File: config.mk
export PLATFORM = sky130hd
export DESIGN_NAME = control_sequencer
export DESIGN_NICKNAME = d
export VERILOG_FILES = /design/src/rtl/control_sequencer_pkg.sv /design/src/rtl/control_sequencer_reg_select.sv /design/src/rtl/control_sequencer.sv
export SDC_FILE = /design/constraint.sdc
export NUM_CORES = 1
export LEC_CHECK = 0
export BUFFER_PORTS_ARGS = -buffer_cell sky130_fd_sc_hd__buf_2
export CORE_MARGIN = 1
export CORE_UTILIZATION = 35
export DETAILED_ROUTE_END_ITERATION = 7
export PLACE_DENSITY = 0.83
export SYNTH_ARGS = -nofsm -noshare
export SYNTH_HDL_FRONTEND = slang
export SYNTH_SLANG_ARGS = --single-unit
File: constraint.sdc
create_clock -name Clock -period 3.9 [get_ports Clock]
set_clock_uncertainty 0.2 [all_clocks]
set_input_delay 0 -clock Clock [delete_from_list [all_inputs] [get_ports Clock]]
set_output_delay 0 -clock Clock [all_outputs]
set_load 0.1 [all_outputs]
File: src/rtl/control_sequencer_pkg.sv
// Shared constants, state encoding and ALU mapping
// for the hardwired control sequencer.
package control_sequencer_pkg;

    localparam int DATA_WIDTH = 32;
    localparam int NUM_REGS   = 16;
    localparam int CTL_WIDTH  = 5;

    localparam logic [4:0] OP_ADD  = 5'b01001;
    localparam logic [4:0] OP_SUB  = 5'b01010;
    localparam logic [4:0] OP_AND  = 5'b01011;
    localparam logic [4:0] OP_OR   = 5'b01101;
    localparam logic [4:0] OP_ADDI = 5'b01100;
    localparam logic [4:0] OP_NOP  = 5'b11010;
    localparam logic [4:0] OP_HALT = 5'b11011;

    localparam logic [4:0] ALU_ADD = 5'b00000;
    localparam logic [4:0] ALU_SUB = 5'b00001;
    localparam logic [4:0] ALU_AND = 5'b00010;
    localparam logic [4:0] ALU_OR  = 5'b00011;

    localparam logic [3:0] ST_RST  = 4'd0;
    localparam logic [3:0] ST_T0   = 4'd1;
    localparam logic [3:0] ST_T1   = 4'd2;
    localparam logic [3:0] ST_T2   = 4'd3;
    localparam logic [3:0] ST_R3   = 4'd4;
    localparam logic [3:0] ST_R4   = 4'd5;
    localparam logic [3:0] ST_R5   = 4'd6;
    localparam logic [3:0] ST_I3   = 4'd7;
    localparam logic [3:0] ST_I4   = 4'd8;
    localparam logic [3:0] ST_I5   = 4'd9;
    localparam logic [3:0] ST_HALT = 4'd10;
    // T0 entered from an undefined opcode; same controls
    // as T0 plus the Illegal pulse.
    localparam logic [3:0] ST_T0X  = 4'd11;

    typedef enum logic [3:0] {
        S_RST  = ST_RST,
        S_T0   = ST_T0,
        S_T1   = ST_T1,
        S_T2   = ST_T2,
        S_R3   = ST_R3,
        S_R4   = ST_R4,
        S_R5   = ST_R5,
        S_I3   = ST_I3,
        S_I4   = ST_I4,
        S_I5   = ST_I5,
        S_HALT = ST_HALT,
        S_T0X  = ST_T0X
    } state_e;

    function automatic logic [4:0] alu_code(
        input logic [4:0] op
    );
        logic [4:0] code;
        code = ALU_ADD;
        case (op)
            OP_ADD:  code = ALU_ADD;
            OP_SUB:  code = ALU_SUB;
            OP_AND:  code = ALU_AND;
            OP_OR:   code = ALU_OR;
            default: code = ALU_ADD;
        endcase
        return code;
    endfunction

endpackage

File: src/rtl/control_sequencer_reg_select.sv
// Register field select: picks Ra/Rb/Rc from IR and
// expands it to one-hot load / bus-drive enables.
module control_sequencer_reg_select
    import control_sequencer_pkg::*;
#(
    parameter int DW = DATA_WIDTH,
    parameter int NR = NUM_REGS
) (
    input  logic [DW-1:0] i_ir,
    input  logic          i_gra,
    input  logic          i_grb,
    input  logic          i_grc,
    input  logic          i_rin,
    input  logic          i_rout,
    output logic [NR-1:0] o_r_in,
    output logic [NR-1:0] o_r_out
);

    logic [3:0]    w_idx;
    logic [NR-1:0] w_onehot;

    // Field mux; priority only matters if the FSM
    // ever raised two selects, which it does not.
    always_comb begin
        w_idx = 4'd0;
        if (i_gra)
            w_idx = i_ir[26:23];
        else if (i_grb)
            w_idx = i_ir[22:19];
        else if (i_grc)
            w_idx = i_ir[18:15];
    end

    assign w_onehot = {{(NR-1){1'b0}}, 1'b1} << w_idx;

    // Gate the decoded index onto the requested vector.
    always_comb begin
        o_r_in  = i_rin  ? w_onehot : '0;
        o_r_out = i_rout ? w_onehot : '0;
    end

endmodule

File: src/rtl/control_sequencer.sv
// Hardwired fetch/decode/execute sequencer for the
// datapath: outputs decode purely from state and IR.
module control_sequencer
    import control_sequencer_pkg::*;
#(
    parameter int DW = DATA_WIDTH,
    parameter int NR = NUM_REGS,
    parameter int CW = CTL_WIDTH
) (
    input  logic          Clock,
    input  logic          Reset,
    input  logic [DW-1:0] IR,
    input  logic          Mem_Ready,
    output logic          PC_Out,
    output logic          ZLO_Out,
    output logic          MDR_Out,
    output logic          C_Out,
    output logic          MAR_In,
    output logic          PC_In,
    output logic          MDR_In,
    output logic          IR_In,
    output logic          Y_In,
    output logic          Z_In,
    output logic          IncPC,
    output logic          Read,
    output logic [CW-1:0] CONTROL,
    output logic [NR-1:0] R_In,
    output logic [NR-1:0] R_Out,
    output logic          Run,
    output logic          Illegal
);

    state_e     r_state;
    logic [4:0] w_op;
    logic       w_gra;
    logic       w_grb;
    logic       w_grc;
    logic       w_rin;
    logic       w_rout;

    assign w_op = IR[31:27];

    // State register: the sequencer's only storage.
    always_ff @(posedge Clock) begin
        if (Reset) begin
            r_state <= S_RST;
        end else begin
            unique case (r_state)
                S_RST:  r_state <= S_T0;
                S_T0:   r_state <= S_T1;
                S_T0X:  r_state <= S_T1;
                S_T1:   r_state <= Mem_Ready ? S_T2 : S_T1;
                S_T2: begin
                    case (w_op)
                        OP_ADD, OP_SUB,
                        OP_AND, OP_OR: r_state <= S_R3;
                        OP_ADDI:       r_state <= S_I3;
                        OP_NOP:        r_state <= S_T0;
                        OP_HALT:       r_state <= S_HALT;
                        default:       r_state <= S_T0X;
                    endcase
                end
                S_R3:   r_state <= S_R4;
                S_R4:   r_state <= S_R5;
                S_R5:   r_state <= S_T0;
                S_I3:   r_state <= S_I4;
                S_I4:   r_state <= S_I5;
                S_I5:   r_state <= S_T0;
                S_HALT: r_state <= S_HALT;
                default: r_state <= S_RST;
            endcase
        end
    end

    // Per-state control decode.
    always_comb begin
        PC_Out  = 1'b0;
        ZLO_Out = 1'b0;
        MDR_Out = 1'b0;
        C_Out   = 1'b0;
        MAR_In  = 1'b0;
        PC_In   = 1'b0;
        MDR_In  = 1'b0;
        IR_In   = 1'b0;
        Y_In    = 1'b0;
        Z_In    = 1'b0;
        IncPC   = 1'b0;
        Read    = 1'b0;
        CONTROL = '0;
        Run     = 1'b1;
        Illegal = 1'b0;
        w_gra   = 1'b0;
        w_grb   = 1'b0;
        w_grc   = 1'b0;
        w_rin   = 1'b0;
        w_rout  = 1'b0;
        unique case (r_state)
            S_RST: ;
            S_T0, S_T0X: begin
                PC_Out  = 1'b1;
                MAR_In  = 1'b1;
                IncPC   = 1'b1;
                Z_In    = 1'b1;
                Illegal = (r_state == S_T0X);
            end
            S_T1: begin
                ZLO_Out = 1'b1;
                PC_In   = 1'b1;
                Read    = 1'b1;
                MDR_In  = 1'b1;
            end
            S_T2: begin
                MDR_Out = 1'b1;
                IR_In   = 1'b1;
            end
            S_R3, S_I3: begin
                w_grb  = 1'b1;
                w_rout = 1'b1;
                Y_In   = 1'b1;
            end
            S_R4: begin
                w_grc   = 1'b1;
                w_rout  = 1'b1;
                Z_In    = 1'b1;
                CONTROL = CW'(alu_code(w_op));
            end
            S_I4: begin
                C_Out   = 1'b1;
                Z_In    = 1'b1;
                CONTROL = CW'(ALU_ADD);
            end
            S_R5, S_I5: begin
                ZLO_Out = 1'b1;
                w_gra   = 1'b1;
                w_rin   = 1'b1;
            end
            S_HALT: Run = 1'b0;
            default: Run = 1'b1;
        endcase
    end

    control_sequencer_reg_select #(
        .DW (DW),
        .NR (NR)
    ) u_reg_select (
        .i_ir    (IR),
        .i_gra   (w_gra),
        .i_grb   (w_grb),
        .i_grc   (w_grc),
        .i_rin   (w_rin),
        .i_rout  (w_rout),
        .o_r_in  (R_In),
        .o_r_out (R_Out)
    );

    // Bus contention guard: at most one driver per state.
    always_ff @(posedge Clock) begin
        assert ($onehot0({PC_Out, ZLO_Out, MDR_Out,
                          C_Out, |R_Out}))
        else $error("bus contention in state %0d",
                    r_state);
    end

endmodule

### Yosys cells after proc, flatten, opt, wreduce, memory -nomap -nowiden

Index checks and enable logic that the tools add are counted.

* bits in registers: 4
* word-level logic and storage cells: 51

* equality and inequality tests: 18
* shift operators: 1
* muxes and demuxes: 22
* reduce and logical (&&, ||, !) cells: 9

Operators by type and width (count)
* 4-bit case mux with 9 select lines: 1
* 16-bit two-way mux: 2
* 5-bit by 4-bit equality test with 1-bit output (second input constant): 5
* 4-bit by 3-bit equality test with 1-bit output (second input constant): 4
* 4-bit equality test (second input constant): 4
* 4-bit case mux with 4 select lines: 1
* 1-bit by 4-bit left shift with 16-bit output (first input constant): 1
* 1-bit two-way mux: 13
* 4-bit two-way mux: 3
* 5-bit equality test (second input constant): 2
* 3-bit OR reduction: 3
* 4-bit by 2-bit equality test with 1-bit output (second input constant): 2
* 4-bit OR reduction: 2
* 2-bit case mux with 3 select lines: 1
* 2-bit OR reduction: 3
* 4-bit by 1-bit equality test with 1-bit output (second input constant): 1
* 4-bit logical NOT: 1
* 2-bit two-way mux: 1

### Longest topological paths before layout

* word-level depth: 7
* gate-level depth with buffers: 8

### Hierarchy

From an unflattened synthesis, not the netlist that was laid out.

* cell total of the unflattened synthesis: 142
* area, all modules: 1143.6 sq um

Modules (own cells, without submodules)
* control_sequencer_reg_select: instances 1, cells each 75, area an instance 629.4 sq um
* control_sequencer: instances 1, cells each 67, area an instance 514.2 sq um

### Worst setup path after synthesis

Ideal clock, no wire load.

* kind: reg-to-reg
* from: register r_state[0]
* to: register r_state[3]
* library setup time: 0.057 ns
* data arrival time: 3.771 ns
* required time: 3.643 ns
* path slack: -0.128 ns
* cell stages (with the launch flop): 8
* path buffers: 2
* clock period less this slack: 4.028 ns
* cell sequence: dfxtp_1 buf_4 buf_6 nand2_1 nor3_1 o221ai_1 a21oi_1 o21ba_2

* cells in the longest elaborated chain, start to end: 3
* elaborated cells on any way between the ends: 15
* classes of those cells: eq/ne: 11; mux: 1; reduce/logical: 3

RTL lines
* start, declared: line control_sequencer.sv:33 `state_e r_state;`
* start signal, assigned: line control_sequencer.sv:52 `S_T1: r_state <= Mem_Ready ? S_T2 : S_T1;`
* 4-bit by 3-bit equality test with 1-bit output, or another cell as far along: line control_sequencer.sv:48 `unique case (r_state)`
* 3-bit OR reduction (no source line) / 2-bit OR reduction (equally long branches)
* 4-bit case mux with 9 select lines (*): line control_sequencer.sv:48

Every way passes the cells marked *; elsewhere a longest branch is shown, timed or not.
A chain may end at the register's enable or synchronous reset.

### Final worst setup path

* from: register r_state[3]
* to: output port R_In[5]

* cells in the longest elaborated chain, start to end: 7
* elaborated cells on any way between the ends: 15
* classes of those cells: eq/ne: 5; shift: 1; mux: 7; reduce/logical: 2

RTL lines
* 4-bit by 3-bit equality test with 1-bit output: line control_sequencer.sv:97 `unique case (r_state)`
* 1-bit two-way mux / 2-bit OR reduction (equally long branches): line control_sequencer.sv:97
* 4-bit two-way mux / 1-bit two-way mux (equally long branches): line control_sequencer_reg_select.sv:30, control_sequencer.sv:97
* 4-bit two-way mux: line control_sequencer_reg_select.sv:28 `else if (i_grb)`
* 4-bit two-way mux: line control_sequencer_reg_select.sv:26 `if (i_gra)`
* 1-bit by 4-bit left shift with 16-bit output: line control_sequencer_reg_select.sv:34 `assign w_onehot = {{(NR-1){1'b0}}, 1'b1} << w_idx;`
* 16-bit two-way mux (*): line control_sequencer_reg_select.sv:38 `o_r_in = i_rin ? w_onehot : '0;`
* end, declared: line control_sequencer.sv:27 `output logic [NR-1:0] R_In,`

Marked as above.

==> results.py <==
metrics = {
    "clock_tree": {
        "cts_hold_buffers": 3,
        "insertion_delay_ps": 230,
        "cts_tree": "done",
        "cts.clk_slew.worst_paths_ps": 40,
        "root_buffer": "clkbuf_4",
        "numCtsBuffers": 3,
        "cts.sinks": 4,
        "post_cts_buffers": 0,
        "post_cts_resized": 0,
        "clockBufferDepth": 2,
        "h-tree-depth": 1,
    },
    "yosys": {
        "synthTopCellsByArea": "nor2_1, buf_4, dfxtp_1, a21oi_1, nand2b_1",
        "yosysTopAreaCell": "nor2_1",
        "syn_avg_cell_area_um2": 5.80,
        "yosys_warnings": 0,
        "ys_seq_elements": 4,
        "yosys.area.top_type_share_pct": 18.7,
        "ys_types": 38,
        "synth_cells": 159,
        "synthesis.area_um2": 922,
        "synth-seq-area-share_pct": 8.68,
    },
    "worst_setup_path": {
        "start_kind": "flip-flop",
        "critPathMaxFanout": 16,
        "crit_type": "reg2out",
        "end_kind": "output pin",
        "path_cells": "nand2b_1 > a31oi_1 > o22ai_1 > or3_1 > nor2_1 > buf_2",
        "slowest_delay_ps": 680,
        "critPathArrivalTime_ps": 2760,
        "critPathSlowestCell": "dfxtp_1",
        "crit_required_ps": 3700,
    },
    "final_layout": {
        "seqCellArea_um2": 80.1,
        "fin_nets": 252,
        "multi_input_comb_area_um2": 712,
        "fillers": 257,
        "final_area_mm2": 0.00124,
        "antenna_cells": 0,
        "syn2layout_area_growth_pct": 34.5,
        "drive_gt1_share_pct": 34.9,
        "top_regs": "r_state x4",
        "final_common_cell": "buf_2",
        "largest_reg_flops": 4,
        "regMostFlops": "r_state",
        "final_cell_mix": "buf_2, nor2_1, a21oi_1",
    },
    "floorplan": {
        "chipWidth_um": 53.3,
        "rows": 18,
        "core-area_mm2": 0.00248,
        "die_h_um": 53.3,
        "ios": 86,
        "die_area_mm2": 0.00284,
        "start_util_pct": 37.2,
    },
    "global_routing": {
        "grt_use_met1_pct": 24.9,
        "grt_max_degree": 26,
        "globalRouteMet3Util_pct": 1.44,
        "grt_pass1_vias": 940,
        "grt.met2_usage_pct": 30.0,
        "grt_first_pass_wirelength_mm": 3.99,
        "track_usage_pct": 18.5,
        "grt-busiest-layer": "met2",
        "overflow": 0,
        "antenna_found_initial": 0,
    },
    "timing": {
        "setup_viol": 0,
        "slew_headroom_pct": 46.0,
        "fin_crit_sh_pct": 76.0,
        "report.final.slew_viol_count": 0,
        "finalCriticalPeriod_ps": 2960,
        "rsz0062_at_grt": "no",
        "setup_tns_ps": 0,
        "timing_hold_violations_final": 0,
        "worstMarginPinSlew_ps": 809,
        "max_freq_mhz": 337,
    },
    "routing": {
        "routedWlPerCell_um": 11.0,
        "avgViaCountPerCell": 5.20,
        "drt_first_pass_iters": 4,
        "drcViolationCount": 0,
        "vias": 1273,
        "wl_mm": 2.69,
        "drtAntennaViolNets": 0,
        "drtIter0Drc": 34,
    },
    "placed_design": {
        "place_area_mm2": 0.00119,
        "io_buffer_count": 67,
        "dp_hpwl_mm": 2.03,
        "place.gp.congestion": 0.848,
    },
    "power": {
        "power.share.switching_pct": 75.3,
        "internal_power_uw": 230,
        "p_total_uw": 931,
        "power_frac_clock_pct": 5.5,
        "irDropWorstVdd_mv": 0.962,
        "leakagePower_uw": 0.000645,
        "p_sw_uw": 701,
        "cellPowerDensity_mw_per_mm2": 751,
        "pwr-share-comb_pct": 79.9,
        "p_seq_share_pct": 14.6,
    },
    "run": {
        "max_cap_violations": 0,
    },
    "status": {
        "status": "completed",
    },
    "min_path": {
        "holdCritPathClass": "in2reg",
    },
}
[logic make-up (layout without fill, tap and decap cells)]
| family | count (synthesis) | in the layout | synth area share, % |
|---|---|---|---|
| other | 1 | 3 | 0.407 |
| AOI/OAI and AO/OA | 36 | 36 | 23.9 |
| DFF | 4 | 4 | 8.68 |
| xor gates and xnor gates | 1 | 1 | 0.950 |
| and+or+nand+nor | 89 | 89 | 46.8 |
| muxes | 3 | 3 | 3.26 |
| buffers and inverters | 25 | 79 | 16.0 |
[synth_stat cells]
library cell,instances
nor2b_1,4
o21ai_1,2
and3_1,1
nor3b_1,1
or2_2,2
nand2b_1,8
or2_0,1
buf_1,1
a21oi_1,11
a31oi_1,3
o221ai_1,1
nand2_1,5
xor2_1,1
mux2i_1,3
o41a_1,1
a21o_1,1
nand3_1,5
nor2_1,46
o22a_1,1
clkbuf_1,2
o31ai_1,1
o22ai_1,6
dfxtp_1,4
o21ai_0,6
conb_1,1
a22oi_1,1
or3b_1,2
nor4_1,3
or3_1,2
o211ai_1,1
buf_4,11
o21ba_2,1
inv_1,6
nand3b_1,1
buf_2,4
nor3_1,5
nand4b_1,3
buf_6,1
[worst max-delay path: cells and delay by family, from the launching register on]
family	cells	cell delay [ps]
AND/OR/NAND/NOR	3	1020
flip-flops	1	680
buffers and inverters	1	430
AO/OA/AOI/OAI	2	390
[power groups by stage]
stage	Clock [uW]	Sequential (uW)	Combinational (uW)
floorplan	0	63.3	772
global placement	0	131	735
detailed placement	0	134	738
CTS	52.7	134	746
global route	54.5	146	781
finish	50.9	136	744
[cell type report]
cell class | instances | area share [%]
Multi-Input combinational cell | 132 | 57.4
Timing Repair Buffer | 70 | 29.5
Sequential cell | 4 | 6.46
Tap cell | 30 | 3.03
Clock buffer | 3 | 1.82
Inverter | 6 | 1.82
[per-stage QoR]
stage	hold slack, ps	cells	util [%]	worst slack, ps
CTS	7.24	245	50.1	961
global route	49.9	245	50.1	674
global placement	103	239	47.9	1250
detailed placement	109	239	47.9	1220
floorplan	-21.2	161	-	93.7
finish	17.8	245	50.1	936
[metal layers]
metal	up-vias	wire, um
met5	-	0
met4	0	19
met3	2	209
met2	54	1280
met1	559	1180
li1	658	-
[path summary, 6_finish.rpt]
kind | cells after the start | slack (ps) | from | endpoint
setup / recovery | 6 | 940 | r_state[3] | R_In[5]
hold / removal | 4 | 20 | IR[29] | r_state[2]
setup reg to reg | 5 | 1470 | r_state[0] | r_state[0]
hold reg to reg | 1 | 620 | r_state[1] | r_state[0]
Power figures use the tool's default switching activity.
